`src/rtl/imem_arb.sv`:
```
// Instruction-ROM arbiter: shares one registered ROM port between CPU fetches and a
// debug burst-copy engine. CPU has priority, bounded by a starvation limit.
module imem_arb #(
  parameter int ADDR_W       = 30,
  parameter int STARVE_LIMIT = 4
) (
  input  logic              clk,
  input  logic              rst,
  input  logic              cpu_req,
  input  logic [ADDR_W-1:0] cpu_addr,
  output logic              cpu_gnt,
  output logic              cpu_rvalid,
  output logic [31:0]       cpu_rdata,
  input  logic              dbg_start,
  input  logic [ADDR_W-1:0] dbg_base,
  input  logic [4:0]        dbg_len,
  output logic              dbg_busy,
  output logic              dbg_rvalid,
  output logic [31:0]       dbg_rdata,
  output logic [3:0]        dbg_ridx,
  output logic              dbg_done,
  output logic [ADDR_W-1:0] rom_addr,
  input  logic [31:0]       rom_inst
);

  typedef enum logic [1:0] {IDLE, BURST, DRAIN, DONE} state_t;
  typedef enum logic [1:0] {TAG_NONE, TAG_CPU, TAG_DBG} tag_t;

  localparam logic [3:0] STARVE_MAX = 4'(STARVE_LIMIT);

  state_t              state_reg;
  tag_t                tag_reg;
  logic [ADDR_W-1:0]   base_reg;
  logic [ADDR_W-1:0]   last_addr_reg;
  logic [3:0]          last_idx_reg;
  logic [3:0]          idx_reg;
  logic [3:0]          starve_reg;
  logic [3:0]          ridx_reg;
  logic [31:0]         cpu_hold_reg;
  logic [31:0]         dbg_hold_reg;

  logic                pending;
  logic                cpu_win;
  logic                burst_win;
  logic                len_ok;
  logic [ADDR_W-1:0]   burst_addr;
  logic [4:0]          len_m1;

  // A grant seen while rst is high must not steal a burst slot.
  assign pending    = (state_reg == BURST) && !rst;
  assign cpu_win    = cpu_req && !(pending && (starve_reg == STARVE_MAX));
  assign burst_win  = pending && !cpu_win;
  assign cpu_gnt    = cpu_req && cpu_win;
  assign burst_addr = base_reg + ADDR_W'(idx_reg);
  assign len_ok     = (dbg_len != 5'd0) && (dbg_len <= 5'd16);
  assign len_m1     = dbg_len - 5'd1;

  always_comb begin
    rom_addr = last_addr_reg;
    if (rst)
      rom_addr = '0;
    else if (cpu_win)
      rom_addr = cpu_addr;
    else if (burst_win)
      rom_addr = burst_addr;
  end

  // Returns are steered by the owner tag of the previous cycle's grant; data is
  // the ROM output itself, with a hold register covering idle cycles.
  assign cpu_rvalid = (tag_reg == TAG_CPU);
  assign dbg_rvalid = (tag_reg == TAG_DBG);
  assign cpu_rdata  = cpu_rvalid ? rom_inst : cpu_hold_reg;
  assign dbg_rdata  = dbg_rvalid ? rom_inst : dbg_hold_reg;
  assign dbg_ridx   = ridx_reg;
  assign dbg_busy   = (state_reg != IDLE);
  assign dbg_done   = (state_reg == DONE);

  always_ff @(posedge clk) begin
    if (rst) begin
      state_reg     <= IDLE;
      tag_reg       <= TAG_NONE;
      base_reg      <= '0;
      last_addr_reg <= '0;
      last_idx_reg  <= '0;
      idx_reg       <= '0;
      starve_reg    <= '0;
      ridx_reg      <= '0;
      cpu_hold_reg  <= '0;
      dbg_hold_reg  <= '0;
    end else begin
      case (state_reg)
        IDLE: begin
          if (dbg_start && len_ok) begin
            base_reg     <= dbg_base;
            last_idx_reg <= len_m1[3:0];
            idx_reg      <= '0;
            state_reg    <= BURST;
          end
        end
        BURST: begin
          if (burst_win) begin
            idx_reg <= idx_reg + 4'd1;
            if (idx_reg == last_idx_reg)
              state_reg <= DRAIN;
          end
        end
        DRAIN:   state_reg <= DONE;
        default: state_reg <= IDLE;
      endcase

      if (pending && cpu_win)
        starve_reg <= starve_reg + 4'd1;
      else
        starve_reg <= '0;

      if (cpu_win)
        tag_reg <= TAG_CPU;
      else if (burst_win)
        tag_reg <= TAG_DBG;
      else
        tag_reg <= TAG_NONE;

      if (burst_win)
        ridx_reg <= idx_reg;
      if (cpu_win || burst_win)
        last_addr_reg <= rom_addr;

      if (tag_reg == TAG_CPU)
        cpu_hold_reg <= rom_inst;
      if (tag_reg == TAG_DBG)
        dbg_hold_reg <= rom_inst;
    end
  end

endmodule

```
`config.mk`:
```
export PLATFORM = sky130hd
export DESIGN_NAME = imem_arb
export DESIGN_NICKNAME = d
export VERILOG_FILES = /design/src/rtl/imem_arb.sv
export SDC_FILE = /design/constraint.sdc
export NUM_CORES = 1
export LEC_CHECK = 0
export ABC_AREA = 1
export BUFFER_PORTS_ARGS = -buffer_cell sky130_fd_sc_hd__buf_4
export CORE_MARGIN = 8
export CORE_UTILIZATION = 40
export CTS_BUF_LIST = sky130_fd_sc_hd__clkbuf_4
export DETAILED_ROUTE_END_ITERATION = 10
export HOLD_SLACK_MARGIN = 0.08
export PLACE_DENSITY = 0.71
export RECOVER_POWER = 25
export SETUP_SLACK_MARGIN = 0.15
export SKIP_LAST_GASP = 1
export SYNTH_ARGS = -nofsm -noshare
export SYNTH_HDL_FRONTEND = slang
export SYNTH_SLANG_ARGS = --single-unit
```
`constraint.sdc`:
```
create_clock -name clk -period 3.1 [get_ports clk]
set_input_delay 0.62 -clock clk [delete_from_list [all_inputs] [get_ports clk]]
set_output_delay 0.62 -clock clk [all_outputs]
set_load 0.005 [all_outputs]
```
# --- After elaboration in Yosys (flattened, before gate mapping) ---
# Index checks and enable logic that the tools add are counted.
totals:
  ff_bits: 144
  inputBits: 101
  out_inout_bits: 103
op_classes:
  addsub: 4
  order_cmp: 1
  eq_ne: 10
  mux: 14
  bitwise_logic: 1
  reduce_logical: 21
ops:
  columns: ["cell", "count"]
  rows:
  - ["$mux 30", 3]
  - ["$mux 32", 2]
  - ["$add 30x4->30", 1]
  - ["$add 4x1->4 const B", 2]
  - ["$logic_and 1x1->1", 8]
  - ["$mux 2", 4]
  - ["$mux 4", 2]
  - ["$pmux 4 s2", 1]
  - ["$eq 2x2->1 const B", 3]
  - ["$pmux 2 s3", 1]
  - ["$reduce_and 3->1", 2]
  - ["$le 5x5->1 const B", 1]
  - ["$reduce_bool 5->1", 1]
  - ["$eq 2x1->1 const B", 2]
  - ["$eq 4x3->1 const B", 1]
  - ["$eq 4x4->1", 1]
  - ["$ne 2x2->1 const B", 2]
  - ["$reduce_bool 2->1", 2]
  - ["$reduce_or 2->1", 2]
  - ["$sub 4x1->4 const B", 1]
  - ["$logic_not 1->1", 3]
  - ["$logic_not 2->1", 1]
  - ["$ne 2x1->1 const B", 1]
  - ["$reduce_and 2->1", 1]
  - ["3 further kinds", 3]

# --- Longest topological paths before layout ---
depth:
  ltp_word: 10
  ltp_mapped: 16
  ltp_nobuf: 16

# --- Least setup slack after synthesis ---
# Ideal clock, no wire load.
synth_timing:
  path_kind: "reg-to-output"
  from: "register idx_reg[0]"
  to: "output rom_addr[18]"
  arrival_time_ns: 1.907
  slack_ns: 0.573
  path_stages_with_launch: 14
  n_path_buf: 1
  path_cell_list: "dfxtp_1 > ha_1 > inv_1 > fa_1 > inv_1 > nand2_1 > nand2_1 > nand2_1 > nor2_1 > buf_2 > a21oi_1 > o21ai_1 > nand2_1 > nand2_1"
synth_via:
  elab_chain_len: 4
synth_lines:
  columns: ["item", "line", "rtl"]
  rows:
  - ["start, declared", "36", "logic [3:0] idx_reg;"]
  - ["start signal, assigned", "102", "idx_reg <= idx_reg + 4'd1;"]
  - ["$add 30x4->30", "54", "assign burst_addr = base_reg + ADDR_W'(idx_reg);"]
  - ["$mux 30", "64", "else if (burst_win)"]
  - ["$mux 30", "62", "else if (cpu_win)"]
  - ["$mux 30", "60", "if (rst)"]
  - ["end, declared", "22", "output logic [ADDR_W-1:0] rom_addr,"]
# No other way between the ends.

# --- Worst setup path in the final report ---
layout_timing:
  from: "register base_reg[0]"
  to: "output rom_addr[18]"
layout_via:
  elab_chain_len: 4
layout_lines:
  columns: ["item", "line", "rtl"]
  rows:
  - ["start, declared", "33", "logic [ADDR_W-1:0] base_reg;"]
  - ["start signal, assigned", "94", "base_reg <= dbg_base;"]
  - ["$add 30x4->30", "54", null]
  - ["$mux 30", "64", null]
  - ["$mux 30", "62", null]
  - ["$mux 30", "60", null]
# No other way between the ends.

==> load_flow_metrics.sql <==
INSERT INTO impl_metrics (metric_group, metric, value, unit) VALUES
('floorplanning', 'die-width', '148', 'um'),
('place', 'port_buffers', '203', ''),
('drt', 'first_iter_violations', '634', ''),
('logic_synthesis', 'netlist-cell-type-count', '34', ''),
('timing', 'finalMaxSlewViolations', '0', ''),
('logic_synthesis', 'synth.largest_area_cell', 'sky130_fd_sc_hd__dfxtp_1', ''),
('layout', 'area_of_combinational_cells_with_multiple_inputs', '0.00371', 'mm^2'),
('grt', 'grt_pass1_wl', '34.1', 'mm'),
('hold_path', 'hold_path_class', 'in -> reg', ''),
('logic_synthesis', 'synth_area_leaders', 'sky130_fd_sc_hd__dfxtp_1 41%, sky130_fd_sc_hd__nand2_1 12%, sky130_fd_sc_hd__nor2_1 8.9%', ''),
('setup_path', 'timing.critical_path.fanout_max', '6', ''),
('logic_synthesis', 'post_synth_inst_count', '1032', ''),
('floorplanning', 'initial_utilization', '0.406', ''),
('grt', 'maximum_number_of_pins_on_one_net_before_global_route_repair', '65', ''),
('setup_path', 'cpMostUsedCell', 'sky130_fd_sc_hd__nand2_4', ''),
('logic_synthesis', 'syn_avg_cell_area', '6.76', 'um^2'),
('timing', 'report.final.hold_viol_count', '0', ''),
('timing', 'relSlewSlack', '0.554', ''),
('layout', 'nFillCells', '1637', ''),
('grt', 'antenna_found_initial', '1', ''),
('timing', 'fin_crit_share', '1.00', ''),
('drt', 'routed_wire_length_per_instance', '15.1', 'um'),
('setup_path', 'critical_path.cell_chain', 'ha_4 > inv_2 > fa_2 > inv_2 > nand2_4 > nand2_4 > nand2_4 > nor2_4 > buf_6 > nand2_2 > nor2_2 > o21ai_1 > nand2_1 > nand2_1 > buf_6', ''),
('setup_path', 'timing.critical_path.arrival', '2.48', 'ns'),
('job', 'max_cap_viols', '0', ''),
('cts', 'cts-root-buf', 'sky130_fd_sc_hd__clkbuf_4', ''),
('setup_path', 'start_kind', 'flop', ''),
('floorplanning', 'rows', '48', ''),
('logic_synthesis', 'postSynthNetCount', '1146', ''),
('timing', 'setup-violations-final', '1', ''),
('outcome', 'outcome', 'finished with violations', ''),
('logic_synthesis', 'synth_top_area_share', '0.413', ''),
('setup_path', 'end_kind', 'primary output', ''),
('power', 'power_density', '575', 'mW/mm^2'),
('setup_path', 'worstPathRequired', '2.48', 'ns'),
('grt', 'vias_in_the_first_global_route', '6812', ''),
('cts', 'cts-buffers-inserted', '17', ''),
('drt', 'route.detailed.drc', '0', ''),
('setup_path', 'critical_path.slowest_cell', 'sky130_fd_sc_hd__dfxtp_2', ''),
('power', 'cellLeakagePower', '0.00506', 'uW'),
('drt', 'final_antenna_violating_net_count', '0', ''),
('timing', 'fin_worst_skew', '0.0229', 'ns'),
('setup_path', 'critPathKind', 'reg -> out', ''),
('layout', 'fin_util', '0.563', ''),
('cts', 'clock-sinks', '144', ''),
('place', 'replace_congestion', '0.918', ''),
('drt', 'post_drt_via_cell_ratio', '4.87', ''),
('cts', 'cts_tree', 'done', ''),
('grt', 'grt_use_total', '0.194', ''),
('drt', 'detailroute.via_count', '7216', ''),
('logic_synthesis', 'ffs_latches_synth', '144', ''),
('floorplanning', 'placeableCoreArea', '0.0172', 'mm^2'),
('timing', 'worst_slew_pin_slew', '0.669', 'ns'),
('power', 'vdd.ir_drop.worst', '0.321', 'mV'),
('outcome', 'violations_in_the_final_reports', 'negative setup slack', ''),
('place', 'half_perimeter_wire_length_after_detailed_placement', '15.7', 'mm'),
('cts', 'cts.path.max_buffers', '2', ''),
('cts', 'clk-insertion-delay-late', '0.57', 'ns'),
('timing', 'rsz0062_at_grt', 'yes', ''),
('timing', 'max_freq', '0.322', 'GHz'),
('setup_path', 'cp_slowest_stage_delay', '0.37', 'ns'),
('timing', 'setup_tns', '-0.00475', 'ns'),
('layout', 'layout-drive-gt1-share', '0.330', ''),
('floorplanning', 'die_height', '148', 'um'),
('place', 'cell_area_reported_after_detailed_placement', '0.00867', 'mm^2'),
('timing', 'final.min_clock_period', '3.10', 'ns'),
('layout', 'syn_to_final_growth', '38.6', '%'),
('cts', 'ctsHtreeMaxLevel', '4', ''),
('layout', 'finish.net_count', '1356', ''),
('drt', 'routed_wl', '22.4', 'mm'),
('layout', 'seqCellArea', '0.00290', 'mm^2'),
('logic_synthesis', 'synthesis.area', '0.00697', 'mm^2'),
('timing', 'final.setup.worst_slack', '-0.00475', 'ns'),
('grt', 'grt-ovfl-total', '0', ''),
('drt', 'firstDrtPassIters', '7', ''),
('cts', 'clk_pin_slew_worst_paths', '0.14', 'ns'),
('logic_synthesis', 'synth-seq-area-share', '0.413', ''),
('floorplanning', 'design.portCount', '204', ''),
('floorplanning', 'dieArea', '0.0219', 'mm^2'),
('logic_synthesis', 'synth-warning-count', '0', ''),
('layout', 'final_design_area_no_fill', '0.00966', 'mm^2');
==> metal layers <==
metal  part of all wire  vias to the layer above  wire length [um]  track usage
met2               0.46                      275             10400        0.317
met3              0.079                       31              1770       0.0520
li1                   -                     3634                 -            -
met5                  0                        -                 0            0
met4              0.016                        0               360       0.0612
met1               0.44                     3276              9870        0.245
==> worst max-delay path, delay by kind of cell (launching register included) <==
| kind | cells | cell delay, ns |
|---|---|---|
| DFF | 1 | 0.37 |
| AOI/OAI and AO/OA | 1 | 0.06 |
| buffers and inverters | 4 | 0.35 |
| and+or+nand+nor | 8 | 0.65 |
| adders and majority gates | 2 | 0.48 |
==> report_power, final <==
| part | internal (uW) | switching, uW | total [uW] | leakage [uW] |
|---|---|---|---|---|
| sequential | 2090 | 136 | 2220 | 0.00119 |
| clock | 896 | 741 | 1640 | 0.000208 |
| combinational | 758 | 934 | 1690 | 0.00367 |
==> cells in the final DEF (no fill, tap or decap), types with 8 or more instances in the layout <==
master	netlist	layout
sky130_fd_sc_hd__nor2_4	0	8
sky130_fd_sc_hd__buf_4	1	218
sky130_fd_sc_hd__nand3_1	41	33
sky130_fd_sc_hd__nand2_4	1	9
sky130_fd_sc_hd__clkbuf_4	0	17
sky130_fd_sc_hd__a21oi_1	46	45
sky130_fd_sc_hd__inv_1	132	125
sky130_fd_sc_hd__nand2_1	221	197
sky130_fd_sc_hd__ha_1	12	8
sky130_fd_sc_hd__xor2_1	10	10
sky130_fd_sc_hd__buf_6	5	11
sky130_fd_sc_hd__o21ai_1	11	11
sky130_fd_sc_hd__or2_2	65	65
sky130_fd_sc_hd__o21ai_0	108	103
sky130_fd_sc_hd__nor2_1	166	152
sky130_fd_sc_hd__dfxtp_1	144	135
sky130_fd_sc_hd__nand2_2	0	17
==> Yosys cell counts <==
library cell               instances
sky130_fd_sc_hd__nand2_1         221
sky130_fd_sc_hd__nor2_1          166
sky130_fd_sc_hd__dfxtp_1         144
sky130_fd_sc_hd__inv_1           132
sky130_fd_sc_hd__o21ai_0         108
sky130_fd_sc_hd__or2_2            65
sky130_fd_sc_hd__a21oi_1          46
sky130_fd_sc_hd__nand3_1          41
sky130_fd_sc_hd__clkbuf_1         32
sky130_fd_sc_hd__ha_1             12
sky130_fd_sc_hd__o21ai_1          11
sky130_fd_sc_hd__xor2_1           10
sky130_fd_sc_hd__nand4_1           6
sky130_fd_sc_hd__buf_2             5
sky130_fd_sc_hd__buf_6             5
sky130_fd_sc_hd__a211oi_1          2
sky130_fd_sc_hd__inv_2             2
sky130_fd_sc_hd__inv_4             2
sky130_fd_sc_hd__nand3b_1          2
sky130_fd_sc_hd__nor3_1            2
sky130_fd_sc_hd__nor3b_1           2
sky130_fd_sc_hd__o211ai_1          2
sky130_fd_sc_hd__o31ai_1           2
sky130_fd_sc_hd__xnor2_1           2
sky130_fd_sc_hd__a21o_1            1
sky130_fd_sc_hd__buf_1             1
sky130_fd_sc_hd__buf_4             1
sky130_fd_sc_hd__fa_1              1
sky130_fd_sc_hd__nand2_4           1
sky130_fd_sc_hd__nor2_8            1
sky130_fd_sc_hd__o21ai_4           1
sky130_fd_sc_hd__o21bai_1          1
sky130_fd_sc_hd__o22ai_1           1
sky130_fd_sc_hd__or2_1             1
==> stage by stage <==
step	hold slack [ns]	total power [uW]	worst slack [ns]	std cells
2_1_floorplan	0.428	3120	0.573	1032
3_3_place_gp	0.444	3800	0.330	1428
3_5_place_dp	0.445	3820	0.296	1428
4_1_cts	0.215	5490	-0.0187	1468
5_1_grt	0.206	5880	-0.209	1481
6_report	0.258	5550	-0.00475	1481
==> layout make-up <==
class                           instances  share of cell area
Multi-Input combinational cell        709               0.383
Clock inverter                         15              0.0289
Inverter                              136              0.0552
Sequential cell                       144               0.300
Timing Repair inverter                  3             0.00311
Tap cell                              225              0.0291
Timing Repair Buffer                  231               0.186
Clock buffer                           17              0.0132
Antenna cell                            1            0.000259
==> what timing repair did <==
action | 4_1_cts | 5_1_grt
gates cloned | 2 | 3
endpoints found under the setup margin | 28 | 28
buffers inserted | 6 | 9
gates resized for setup | 60 | 77
pin swaps | 21 | 33
hold buffers | 0 | 0
==> path summary, 6_finish.rpt <==
path	startpoint	end	slack, ns	cells past startpoint
max	base_reg[0]	rom_addr[18]	-0.005	15
min	cpu_addr[20]	last_addr_reg[20]	0.26	3
max reg2reg	base_reg[0]	last_addr_reg[18]	1.02	15
min reg2reg	starve_reg[0]	starve_reg[0]	0.47	1
==> cell families (layout without fill, tap and decap cells) <==
family | after synthesis | in the layout | synth area share
buffers and inverters | 180 | 402 | 0.104
xor gates and xnor gates | 12 | 12 | 0.0151
adders and majority gates | 13 | 13 | 0.0244
other | 0 | 1 | 0
DFF | 144 | 144 | 0.413
AOI/OAI and AO/OA | 175 | 175 | 0.130
and+or+nand+nor | 508 | 509 | 0.313
Power figures use the tool's default switching activity.
